[config.mk]
export PLATFORM = sky130hd
export DESIGN_NAME = pcie_dw_completer
export DESIGN_NICKNAME = d
export VERILOG_FILES = /design/src/rtl/pcie_dw_completer.sv
export SDC_FILE = /design/constraint.sdc
export NUM_CORES = 1
export LEC_CHECK = 0
export ABC_AREA = 0
export ABC_CLOCK_PERIOD_IN_PS = 6900
export CAP_MARGIN = 5
export CORE_MARGIN = 2
export CORE_UTILIZATION = 48
export CTS_CLUSTER_DIAMETER = 50
export DETAILED_ROUTE_END_ITERATION = 8
export PLACE_DENSITY = 0.71
export SLEW_MARGIN = 30
export SYNTH_ARGS = -nofsm -noshare
export SYNTH_HDL_FRONTEND = slang
export SYNTH_SLANG_ARGS = --single-unit
export TNS_END_PERCENT = 20
[constraint.sdc]
create_clock -name sys_clk_125 -period 6.9 [get_ports sys_clk_125]
set_input_delay 1.38 -clock sys_clk_125 [delete_from_list [all_inputs] [get_ports sys_clk_125]]
set_output_delay 1.38 -clock sys_clk_125 [all_outputs]
set_load 0.02 [all_outputs]
[src/rtl/pcie_dw_completer.sv]
// pcie_dw_completer: BAR0 1-DW MRd32/MWr32 responder on the VC0 user interface.
// Ports: sys_clk_125/rst_n/dl_up, rx_* TLP in, tx_* CplD out, tx_ca_* credits,
//        bus/dev/func ID, *_processed_vc0 credit releases, nph_buf_status_vc0.
module pcie_dw_completer #(
  parameter int REG_AW = 4
) (
  input  logic        sys_clk_125,
  input  logic        rst_n,
  input  logic        dl_up,
  input  logic [15:0] rx_data_vc0,
  input  logic        rx_st_vc0,
  input  logic        rx_end_vc0,
  input  logic [6:0]  rx_bar_hit,
  output logic        tx_req_vc0,
  input  logic        tx_rdy_vc0,
  output logic [15:0] tx_data_vc0,
  output logic        tx_st_vc0,
  output logic        tx_end_vc0,
  output logic        tx_nlfy_vc0,
  input  logic [8:0]  tx_ca_cplh_vc0,
  input  logic [12:0] tx_ca_cpld_vc0,
  input  logic [7:0]  bus_num,
  input  logic [4:0]  dev_num,
  input  logic [2:0]  func_num,
  output logic        ph_processed_vc0,
  output logic        pd_processed_vc0,
  output logic        nph_processed_vc0,
  output logic        nph_buf_status_vc0
);

  localparam int NREG = 1 << REG_AW;

  typedef enum logic [1:0] {
    TX_IDLE,
    TX_REQ,
    TX_SEND
  } tx_state_e;

  // rx parser
  logic        in_pkt_q, in_pkt_d;
  logic [3:0]  wcnt_q, wcnt_d;
  logic [3:0]  widx;
  logic        bar0_q, bar0_d;
  logic [7:0]  ft_q, ft_d;
  logic [2:0]  tc_q, tc_d;
  logic [1:0]  attr_q, attr_d;
  logic [9:0]  len_q, len_d;
  logic [15:0] rid_q, rid_d;
  logic [7:0]  tag_q, tag_d;
  logic [13:0] alo_q, alo_d;
  logic [15:0] dhi_q, dhi_d;
  logic [15:0] dlo_q, dlo_d;

  logic rx_word;
  logic end_fire;
  logic mwr_any;
  logic mrd_any;
  logic hit1;
  logic wr_fire;
  logic rd_fire;
  logic disc_fire;
  logic [REG_AW-1:0] wr_idx;

  // pending non-posted slot
  logic              slot_q, slot_d;
  logic [15:0]       s_rid_q, s_rid_d;
  logic [7:0]        s_tag_q, s_tag_d;
  logic [2:0]        s_tc_q, s_tc_d;
  logic [1:0]        s_attr_q, s_attr_d;
  logic [4:0]        s_alo_q, s_alo_d;
  logic [REG_AW-1:0] s_ridx_q, s_ridx_d;

  // tx side
  tx_state_e   state_q, state_d;
  logic [2:0]  cnt_q, cnt_d;
  logic [31:0] rdata_q, rdata_d;
  logic [15:0] cpl_word;
  logic        tx_end_now;

  // register file
  logic [31:0] regs_q [NREG];
  logic [31:0] regs_d [NREG];

  // credit releases
  logic       pw_rel_q, pw_rel_d;
  logic [1:0] disc_cnt_q, disc_cnt_d;
  logic       disc_dec;

  logic unused_ok;
  assign unused_ok = ^{rx_bar_hit[6:1], alo_d[13:5]};

  // ---------------- rx parser ----------------
  always_comb begin
    widx    = rx_st_vc0 ? 4'd0 : wcnt_q;
    rx_word = dl_up & (rx_st_vc0 | in_pkt_q);
    bar0_d  = bar0_q;
    ft_d    = ft_q;
    tc_d    = tc_q;
    attr_d  = attr_q;
    len_d   = len_q;
    rid_d   = rid_q;
    tag_d   = tag_q;
    alo_d   = alo_q;
    dhi_d   = dhi_q;
    dlo_d   = dlo_q;
    if (rx_st_vc0) begin
      bar0_d = rx_bar_hit[0];
    end
    if (rx_word) begin
      case (widx)
        4'd0: begin
          ft_d = rx_data_vc0[15:8];
          tc_d = rx_data_vc0[6:4];
        end
        4'd1: begin
          attr_d = rx_data_vc0[13:12];
          len_d  = rx_data_vc0[9:0];
        end
        4'd2: rid_d = rx_data_vc0;
        4'd3: tag_d = rx_data_vc0[15:8];
        4'd5: alo_d = rx_data_vc0[15:2];
        4'd6: dhi_d = rx_data_vc0;
        4'd7: dlo_d = rx_data_vc0;
        default: ;
      endcase
    end

    in_pkt_d = in_pkt_q;
    wcnt_d   = wcnt_q;
    if (!dl_up) begin
      in_pkt_d = 1'b0;
      wcnt_d   = 4'd0;
    end else if (rx_word && rx_end_vc0) begin
      in_pkt_d = 1'b0;
    end else if (rx_st_vc0) begin
      in_pkt_d = 1'b1;
      wcnt_d   = 4'd1;
    end else if (in_pkt_q && wcnt_q != 4'hf) begin
      wcnt_d = wcnt_q + 4'd1;
    end
  end

  // decode on the last word, using the field values that include it
  always_comb begin
    end_fire  = rx_word & rx_end_vc0;
    mwr_any   = (ft_d == 8'h40) || (ft_d == 8'h60);
    mrd_any   = (ft_d == 8'h00) || (ft_d == 8'h20);
    hit1      = bar0_d && (len_d == 10'd1);
    wr_fire   = end_fire && (ft_d == 8'h40) && hit1;
    rd_fire   = end_fire && (ft_d == 8'h00) && hit1 && !slot_q;
    disc_fire = end_fire && mrd_any && !rd_fire;
    wr_idx    = alo_d[REG_AW-1:0];
  end

  always_comb begin
    regs_d = regs_q;
    if (wr_fire) begin
      regs_d[wr_idx] = {dhi_d, dlo_d};
    end
  end

  // ---------------- tx fsm ----------------
  assign tx_end_now = (state_q == TX_SEND) && (cnt_q == 3'd7);

  always_comb begin
    state_d  = state_q;
    cnt_d    = cnt_q;
    rdata_d  = rdata_q;
    slot_d   = slot_q;
    s_rid_d  = s_rid_q;
    s_tag_d  = s_tag_q;
    s_tc_d   = s_tc_q;
    s_attr_d = s_attr_q;
    s_alo_d  = s_alo_q;
    s_ridx_d = s_ridx_q;

    unique case (state_q)
      TX_IDLE: begin
        if (slot_q && tx_ca_cplh_vc0 != '0 && tx_ca_cpld_vc0 != '0) begin
          state_d = TX_REQ;
          // read before any same-edge write lands
          rdata_d = regs_q[s_ridx_q];
        end
      end
      TX_REQ: begin
        if (tx_rdy_vc0) begin
          state_d = TX_SEND;
          cnt_d   = 3'd0;
        end
      end
      TX_SEND: begin
        cnt_d = cnt_q + 3'd1;
        if (cnt_q == 3'd7) begin
          state_d = TX_IDLE;
          slot_d  = 1'b0;
        end
      end
      default: state_d = TX_IDLE;
    endcase

    if (rd_fire) begin
      slot_d   = 1'b1;
      s_rid_d  = rid_d;
      s_tag_d  = tag_d;
      s_tc_d   = tc_d;
      s_attr_d = attr_d;
      s_alo_d  = alo_d[4:0];
      s_ridx_d = alo_d[REG_AW-1:0];
    end

    if (!dl_up) begin
      state_d = TX_IDLE;
      cnt_d   = 3'd0;
      slot_d  = 1'b0;
    end
  end

  always_comb begin
    cpl_word = '0;
    unique case (cnt_q)
      3'd0: cpl_word = {8'h4A, 1'b0, s_tc_q, 4'h0};
      3'd1: cpl_word = {2'b00, s_attr_q, 2'b00, 10'd1};
      3'd2: cpl_word = {bus_num, dev_num, func_num};
      3'd3: cpl_word = {3'b000, 1'b0, 12'd4};
      3'd4: cpl_word = s_rid_q;
      3'd5: cpl_word = {s_tag_q, 1'b0, s_alo_q, 2'b00};
      3'd6: cpl_word = rdata_q[31:16];
      3'd7: cpl_word = rdata_q[15:0];
      default: cpl_word = '0;
    endcase
  end

  // ---------------- credit release ----------------
  // completion release owns the cycle; a queued discard release waits
  always_comb begin
    pw_rel_d   = end_fire && mwr_any;
    disc_dec   = (disc_cnt_q != 2'd0) && !tx_end_now;
    disc_cnt_d = disc_cnt_q + {1'b0, disc_fire} - {1'b0, disc_dec};
    if (!dl_up) begin
      pw_rel_d   = 1'b0;
      disc_cnt_d = 2'd0;
    end
  end

  // ---------------- outputs ----------------
  assign tx_req_vc0  = dl_up && (state_q == TX_REQ);
  assign tx_st_vc0   = dl_up && (state_q == TX_SEND) && (cnt_q == 3'd0);
  assign tx_end_vc0  = dl_up && tx_end_now;
  assign tx_data_vc0 = (dl_up && state_q == TX_SEND) ? cpl_word : 16'h0;
  assign tx_nlfy_vc0 = 1'b0;

  assign ph_processed_vc0   = dl_up && pw_rel_q;
  assign pd_processed_vc0   = dl_up && pw_rel_q;
  assign nph_processed_vc0  = dl_up && (tx_end_now || disc_cnt_q != 2'd0);
  assign nph_buf_status_vc0 = dl_up && slot_q && !tx_end_now;

  // ---------------- state ----------------
  always_ff @(posedge sys_clk_125 or negedge rst_n) begin
    if (!rst_n) begin
      in_pkt_q   <= 1'b0;
      wcnt_q     <= 4'd0;
      bar0_q     <= 1'b0;
      ft_q       <= 8'h0;
      tc_q       <= 3'd0;
      attr_q     <= 2'd0;
      len_q      <= 10'd0;
      rid_q      <= 16'h0;
      tag_q      <= 8'h0;
      alo_q      <= 14'h0;
      dhi_q      <= 16'h0;
      dlo_q      <= 16'h0;
      slot_q     <= 1'b0;
      s_rid_q    <= 16'h0;
      s_tag_q    <= 8'h0;
      s_tc_q     <= 3'd0;
      s_attr_q   <= 2'd0;
      s_alo_q    <= 5'd0;
      s_ridx_q   <= '0;
      state_q    <= TX_IDLE;
      cnt_q      <= 3'd0;
      rdata_q    <= 32'h0;
      pw_rel_q   <= 1'b0;
      disc_cnt_q <= 2'd0;
      for (int i = 0; i < NREG; i++) begin
        regs_q[i] <= 32'h0;
      end
    end else begin
      in_pkt_q   <= in_pkt_d;
      wcnt_q     <= wcnt_d;
      bar0_q     <= bar0_d;
      ft_q       <= ft_d;
      tc_q       <= tc_d;
      attr_q     <= attr_d;
      len_q      <= len_d;
      rid_q      <= rid_d;
      tag_q      <= tag_d;
      alo_q      <= alo_d;
      dhi_q      <= dhi_d;
      dlo_q      <= dlo_d;
      slot_q     <= slot_d;
      s_rid_q    <= s_rid_d;
      s_tag_q    <= s_tag_d;
      s_tc_q     <= s_tc_d;
      s_attr_q   <= s_attr_d;
      s_alo_q    <= s_alo_d;
      s_ridx_q   <= s_ridx_d;
      state_q    <= state_d;
      cnt_q      <= cnt_d;
      rdata_q    <= rdata_d;
      pw_rel_q   <= pw_rel_d;
      disc_cnt_q <= disc_cnt_d;
      regs_q     <= regs_d;
    end
  end

endmodule

# Yosys cells after proc, flatten, opt, wreduce, memory -nomap -nowiden

Index checks and enable logic that the tools add are counted.

Order comparisons: 3
Eq/ne operators: 29
Reduce and logical (&&, ||, !) cells: 42
Muxes and demuxes: 49
Bitwise logic cells: 5
Add/sub/neg operators: 4

Operator list:

| kind                                                   | number |
|---|---|
| bitwise mux 512 bit                                    | 1 |
| binary-select mux 32 bit (select 4 bit)                | 1 |
| demux 32 bit (select 4 bit)                            | 1 |
| case mux 16 bit (8 select lines)                       | 1 |
| 2-to-1 mux 16 bit                                      | 7 |
| 2-to-1 mux 32 bit                                      | 3 |
| 2-to-1 mux 8 bit                                       | 4 |
| logical AND 1 bit                                      | 24 |
| 2-to-1 mux 10 bit                                      | 2 |
| 2-to-1 mux 4 bit                                       | 5 |
| equality test 8 x 7 -> 1 bit (second input constant)   | 2 |
| inequality test 3 x 1 -> 1 bit (second input constant) | 5 |
| 2-to-1 mux 2 bit                                       | 7 |
| nonzero test 13 bit                                    | 1 |
| equality test 3 bit (second input constant)            | 4 |
| equality test 4 x 3 -> 1 bit (second input constant)   | 3 |
| 2-to-1 mux 3 bit                                       | 4 |
| equality test 10 x 1 -> 1 bit (second input constant)  | 1 |
| >= comparator 5 bit (second input constant)            | 2 |
| 2-to-1 mux 5 bit                                       | 2 |
| inverter 4 -> 5 bit                                    | 2 |
| 2-to-1 mux 1 bit                                       | 9 |
| inequality test 3 bit (second input constant)          | 3 |
| nonzero test 9 bit                                     | 1 |
| other kinds (27)                                       | 37 |

Bits of input ports: 67
Word-level logic and storage cells: 172
Register bits: 681

# Depth between registers and ports, before layout

Depth in word-level cells: 13
Gate-level depth with buffers: 12
Gate-level depth less buffers: 9

# Least setup slack after synthesis

No wires, ideal clock.

Path kind: input -> output
Start: input dl_up
End: output tx_req_vc0
Arrival: 2,577 ps
Slack: 2,943 ps
Stages on the path: 4
Required time: 5,520 ps
Path buffers: 3
Cells stage by stage: buf_2 > clkbuf_1 > clkbuf_1 > nor3b_1

Word-level cells in the longest chain between the ends: 1

RTL lines:

| element           | RTL line | source |
|---|---|---|
| start, declared   | 9        | `input logic dl_up,` |
| logical AND 1 bit | 246      | `assign tx_req_vc0 = dl_up && (state_q == TX_REQ);` |
| end, declared     | 14       | `output logic tx_req_vc0,` |

No other way between the ends.

# Final worst setup path

Start: register cnt_q[0]
End: output tx_data_vc0[7]

Word-level cells in the longest chain between the ends: 3

RTL lines:

| element                                           | RTL line | source |
|---|---|---|
| start, declared                                   | 75       | `logic [2:0] cnt_q, cnt_d;` |
| start signal, assigned                            | 308      | `cnt_q <= cnt_d;` |
| equality test 3 bit, or another cell as far along | 220      | `unique case (cnt_q)` |
| case mux 16 bit (8 select lines) *                | 220      |  |
| 2-to-1 mux 16 bit *                               | 249      | `assign tx_data_vc0 = (dl_up && state_q == TX_SEND) ? cpl_word : 16'h0;` |
| end, declared                                     | 16       | `output logic [15:0] tx_data_vc0,` |

Mark *: on every way between the ends. The rest lies on a longest branch, timed or not.

==> metrics.md <==
| Metric | Value |
|---|---|
| Status | `complete, no violations` |
| Syn. warnings | `0` |
| Synth Area per Inst | `about 16 sq um` |
| Clock root cell | `clkbuf_16` |
| WP data arrival | `4000 ps` |
| TritonCTS buffer count | `74` |
| 1st-pass router iterations | `7` |
| Max Freq | `186 MHz` |
| Syn Inst Count | `1922` |
| Layout Cells excl Fill | `about 2900` |
| Leak pwr | `roughly 16 nW` |
| CTS tree | `built` |
| Worst slew pin tran | `1010 ps` |
| Critical path depth | `9` |
| DP Cell Count | `between 2000 and 3000` |
| Class of the worst hold path | `flop to flop` |
| Diode count | `0` |
| Most common cell after layout, fill and taps aside | `dfrtp_1` |
| Clock skew | `around 17 ps` |
| Part of the cycle the worst path needs | `77.9%` |
| Final core area utilization | `between 50% and 60%` |
| Worst-case clock buffer depth | `3` |
| Initial core utilization | `between 40% and 50%` |
| Post-synthesis compound-gate area fraction | `2.29%` |
| Busiest grt layer | `met2` |
| GR Util met1 | `33.2%` |
| WHS | `481 ps` |
| PwrDens | `around 230 nW/um^2` |
| Share of cells above drive strength 1 | `a little under half` |
| Final setup vio count | `0` |
| Starting DRT DRC Count | `approximately 1600` |
| Area grow syn2layout | `12.2%` |
| Total Die Area | `roughly 66000 sq um` |
| First-pass GRT wire length | `117000 um` |
| Ports | `91` |
| GRT Total Usage | `23.4%` |
| Nets | `between 2000 and 2500` |
| WP data required | `about 5500 ps` |
| Initial antenna violation count | `2` |
| Post-Route WL | `75900 um` |
| Critical-path cell list | `inv_1 > ha_1 > and2_1 > nor3_1 > nand2_1 > nand3_1 > buf_4 > a21oi_1 > clkdlybuf4s50_1` |
| Postcts setup bufs | `0` |
| Largest net degree at the start of global routing | `176` |
| Worst Setup EP | `tx_data_vc0[7]` |
| Hold Vio Cnt, Final | `0` |
| Core area | `64100 sq um` |
| Main combinational cell family by area after synthesis | `multiplexers` |
| Crit-path max FO | `10` |
| Die Span Y | `258 um` |
| Hold Buf Count CTS | `0` |
| Met3 GRT Util | `under 10%` |
| Post-synthesis xor/xnor area fraction | `less than 1%` |
| Post-DRT Antenna Nets | `0` |
| Worst R2R Start | `wcnt_q[0]$_DFFE_PN0P_` |
| Dominant synthesized flop cell | `dfrtp_1` |
| Max_slew headroom | `approximately 32%` |
| RSZ-0062 raised after global routing | `no` |
| Distinct cells, synth | `66` |
| Highest-count cells in the layout ignoring fill and taps | `dfrtp_1, mux2_2, mux4_2, clkdlybuf4s50_1, clkbuf_16` |
| Netlist Area Pre-Place | `30900 sq um` |
| Synth Area in Adders | `less than 1%` |
| Critical Path Sink Type | `output port` |
| Total gr overflow | `0` |
| Post-synthesis mux area share | `~36%` |
| Port bufs | `83` |
| Skew-Pair Late Insertion Delay | `between 600 and 700 ps` |
| Post-synth ARST share | `100%` |
| Drt drc | `0` |
| Met2 GRT Util | `36.9%` |
| Worst-path clk slew | `60 ps` |
| Register area share after synthesis | `54.8%` |
| Setup TNS | `0 ps` |
| Max-slew violation count | `0` |
| Crit path time final | `~5400 ps` |
| Worst Path Class, Setup | `flop to output port` |
| Simple-gate share of the synthesized area | `about 3.4%` |
| Max IR drop VDD | `between 0.15 and 0.2 mV` |
| Post-DP HPWL | `about 42000 um` |
| CTS Sinks | `around 680` |
| Filler cells | `5080` |
| DR vias/cell | `a little over 6` |
| Number of global-route vias before repair | `around 18000` |
| Post-synth EDFFs | `0` |
| DR vias | `roughly 17000` |
| Die W | `roughly 260 um` |
| Worst r2r path cells | `6` |
| Routability congestion estimate | `~0.86` |
| Avg WL per Cell | `~26 um` |
| Post-CTS Resized | `0` |
| Htree depth | `3` |
| RR Endpoint | `regs_q[77]$_DFFE_PN0P_` |
| CP max stage delay | `between 600 and 700 ps` |
| FF-to-FF setup slack | `around 3400 ps` |
| Buffers & Inverters on Critical Path | `3` |
| Syn nets | `approximately 2000` |
| Maxcap violations | `0` |
| Synth Register Bits | `about 680` |
| Startpoint types | `flop` |
| CP delay by family, top | `simple AND/OR/NAND/NOR gates` |
| CP Launch Point | `cnt_q[0]$_DFFE_PN0P_` |
| Slowest stage cell, crit path | `clkdlybuf4s50_1` |
| # rows | `just over 90` |
## flip-flops by register name, summed over array words and instances, names as in the netlist, 2 cells and up
| register | flops |
|---|---|
| regs_q | 512 |
| rdata_q | 32 |
| dhi_q | 16 |
| dlo_q | 16 |
| rid_q | 16 |
| s_rid_q | 16 |
| len_q | 10 |
| ft_q | 8 |
| s_tag_q | 8 |
| tag_q | 8 |
| alo_q | 5 |
| s_alo_q | 5 |
| wcnt_q | 4 |
| cnt_q | 3 |
| s_tc_q | 3 |
| tc_q | 3 |
| attr_q | 2 |
| disc_cnt_q | 2 |
| s_attr_q | 2 |
| state_q | 2 |
## through the flow
step | area, sq um | setup slack, ps | total power (W)
after floorplan | 30900 | 2940 | 0.00420
after global placement | 32200 | 1840 | 0.00435
after detailed placement | 32300 | 1740 | 0.00436
after CTS | 34600 | 1500 | 0.00817
after global routing | 34700 | 1380 | 0.00837
final | 34700 | 1520 | 0.00808
## synth_stat cells (11+ instances only)
cell type | n | area share, %
nor4_1 | 12 | 0.24
buf_6 | 36 | 1.3
nand2_1 | 40 | 0.49
mux2_1 | 65 | 2.4
nor2_1 | 17 | 0.21
o21ai_0 | 13 | 0.21
inv_1 | 11 | 0.13
buf_4 | 21 | 0.51
dfrtp_1 | 677 | 55
nor4_4 | 16 | 1.1
mux4_2 | 160 | 12
mux2_2 | 596 | 22
buf_1 | 15 | 0.18
clkbuf_1 | 80 | 0.97
a21oi_1 | 21 | 0.34
## per-layer routing
| layer | up-vias | routed length (um) | part of all wire [%] |
|---|---|---|---|
| li1 | 7284 | - | - |
| met1 | 9376 | 32800 | 43 |
| met2 | 551 | 36000 | 47 |
| met3 | 136 | 4640 | 6.1 |
| met4 | 0 | 2440 | 3.2 |
| met5 | - | 0 | 0 |
## how the worst min path moves through the flow
stage	startpoint	end	slack [ps]	depth (start not counted)
final	regs_q[318]$_DFFE_PN0P_	regs_q[318]$_DFFE_PN0P_	480	1
after global routing	tag_q[1]$_DFF_PN0_	tag_q[1]$_DFF_PN0_	500	1
after CTS	regs_q[442]$_DFFE_PN0P_	regs_q[442]$_DFFE_PN0P_	480	1
after detailed placement	regs_q[442]$_DFFE_PN0P_	regs_q[442]$_DFFE_PN0P_	470	1
after global placement	regs_q[307]$_DFFE_PN0P_	regs_q[307]$_DFFE_PN0P_	460	1
after floorplan	rid_q[2]$_DFF_PN0_	rid_q[2]$_DFF_PN0_	450	2
## kinds of logic (layout without fill, tap and decap cells)
| group | Yosys count | after routing |
|---|---|---|
| AO/OA/AOI/OAI | 95 | 95 |
| XOR/XNOR | 4 | 4 |
| adder cells (fa/ha/maj) | 9 | 9 |
| buffers and inverters | 169 | 266 |
| flip-flops | 677 | 677 |
| multiplexers | 823 | 823 |
| other | 1 | 1 |
| AND/OR/NAND/NOR | 144 | 144 |
## power breakdown
| part | internal, W | leakage (nW) | switching (W) |
|---|---|---|---|
| Sequential | 0.00400 | 9.41 | 0.0000200 |
| Clock | 0.00222 | 1.15 | 0.00157 |
| Combinational | 0.0000994 | 5.65 | 0.000165 |
| Total | 0.00633 | 16.2 | 0.00176 |
## area by class of cell
class                           instances  area (sq um)  area share [%]
Inverter                               11          41.3           0.119
Clock buffer                          104          2120            6.10
Sequential cell                       677         17000            48.9
Tap cell                              855          1070            3.08
Clock inverter                         27           228           0.656
Timing Repair Buffer                  124          1270            3.65
Multi-Input combinational cell       1076         13000            37.5
(Power assumes the default switching activity.)
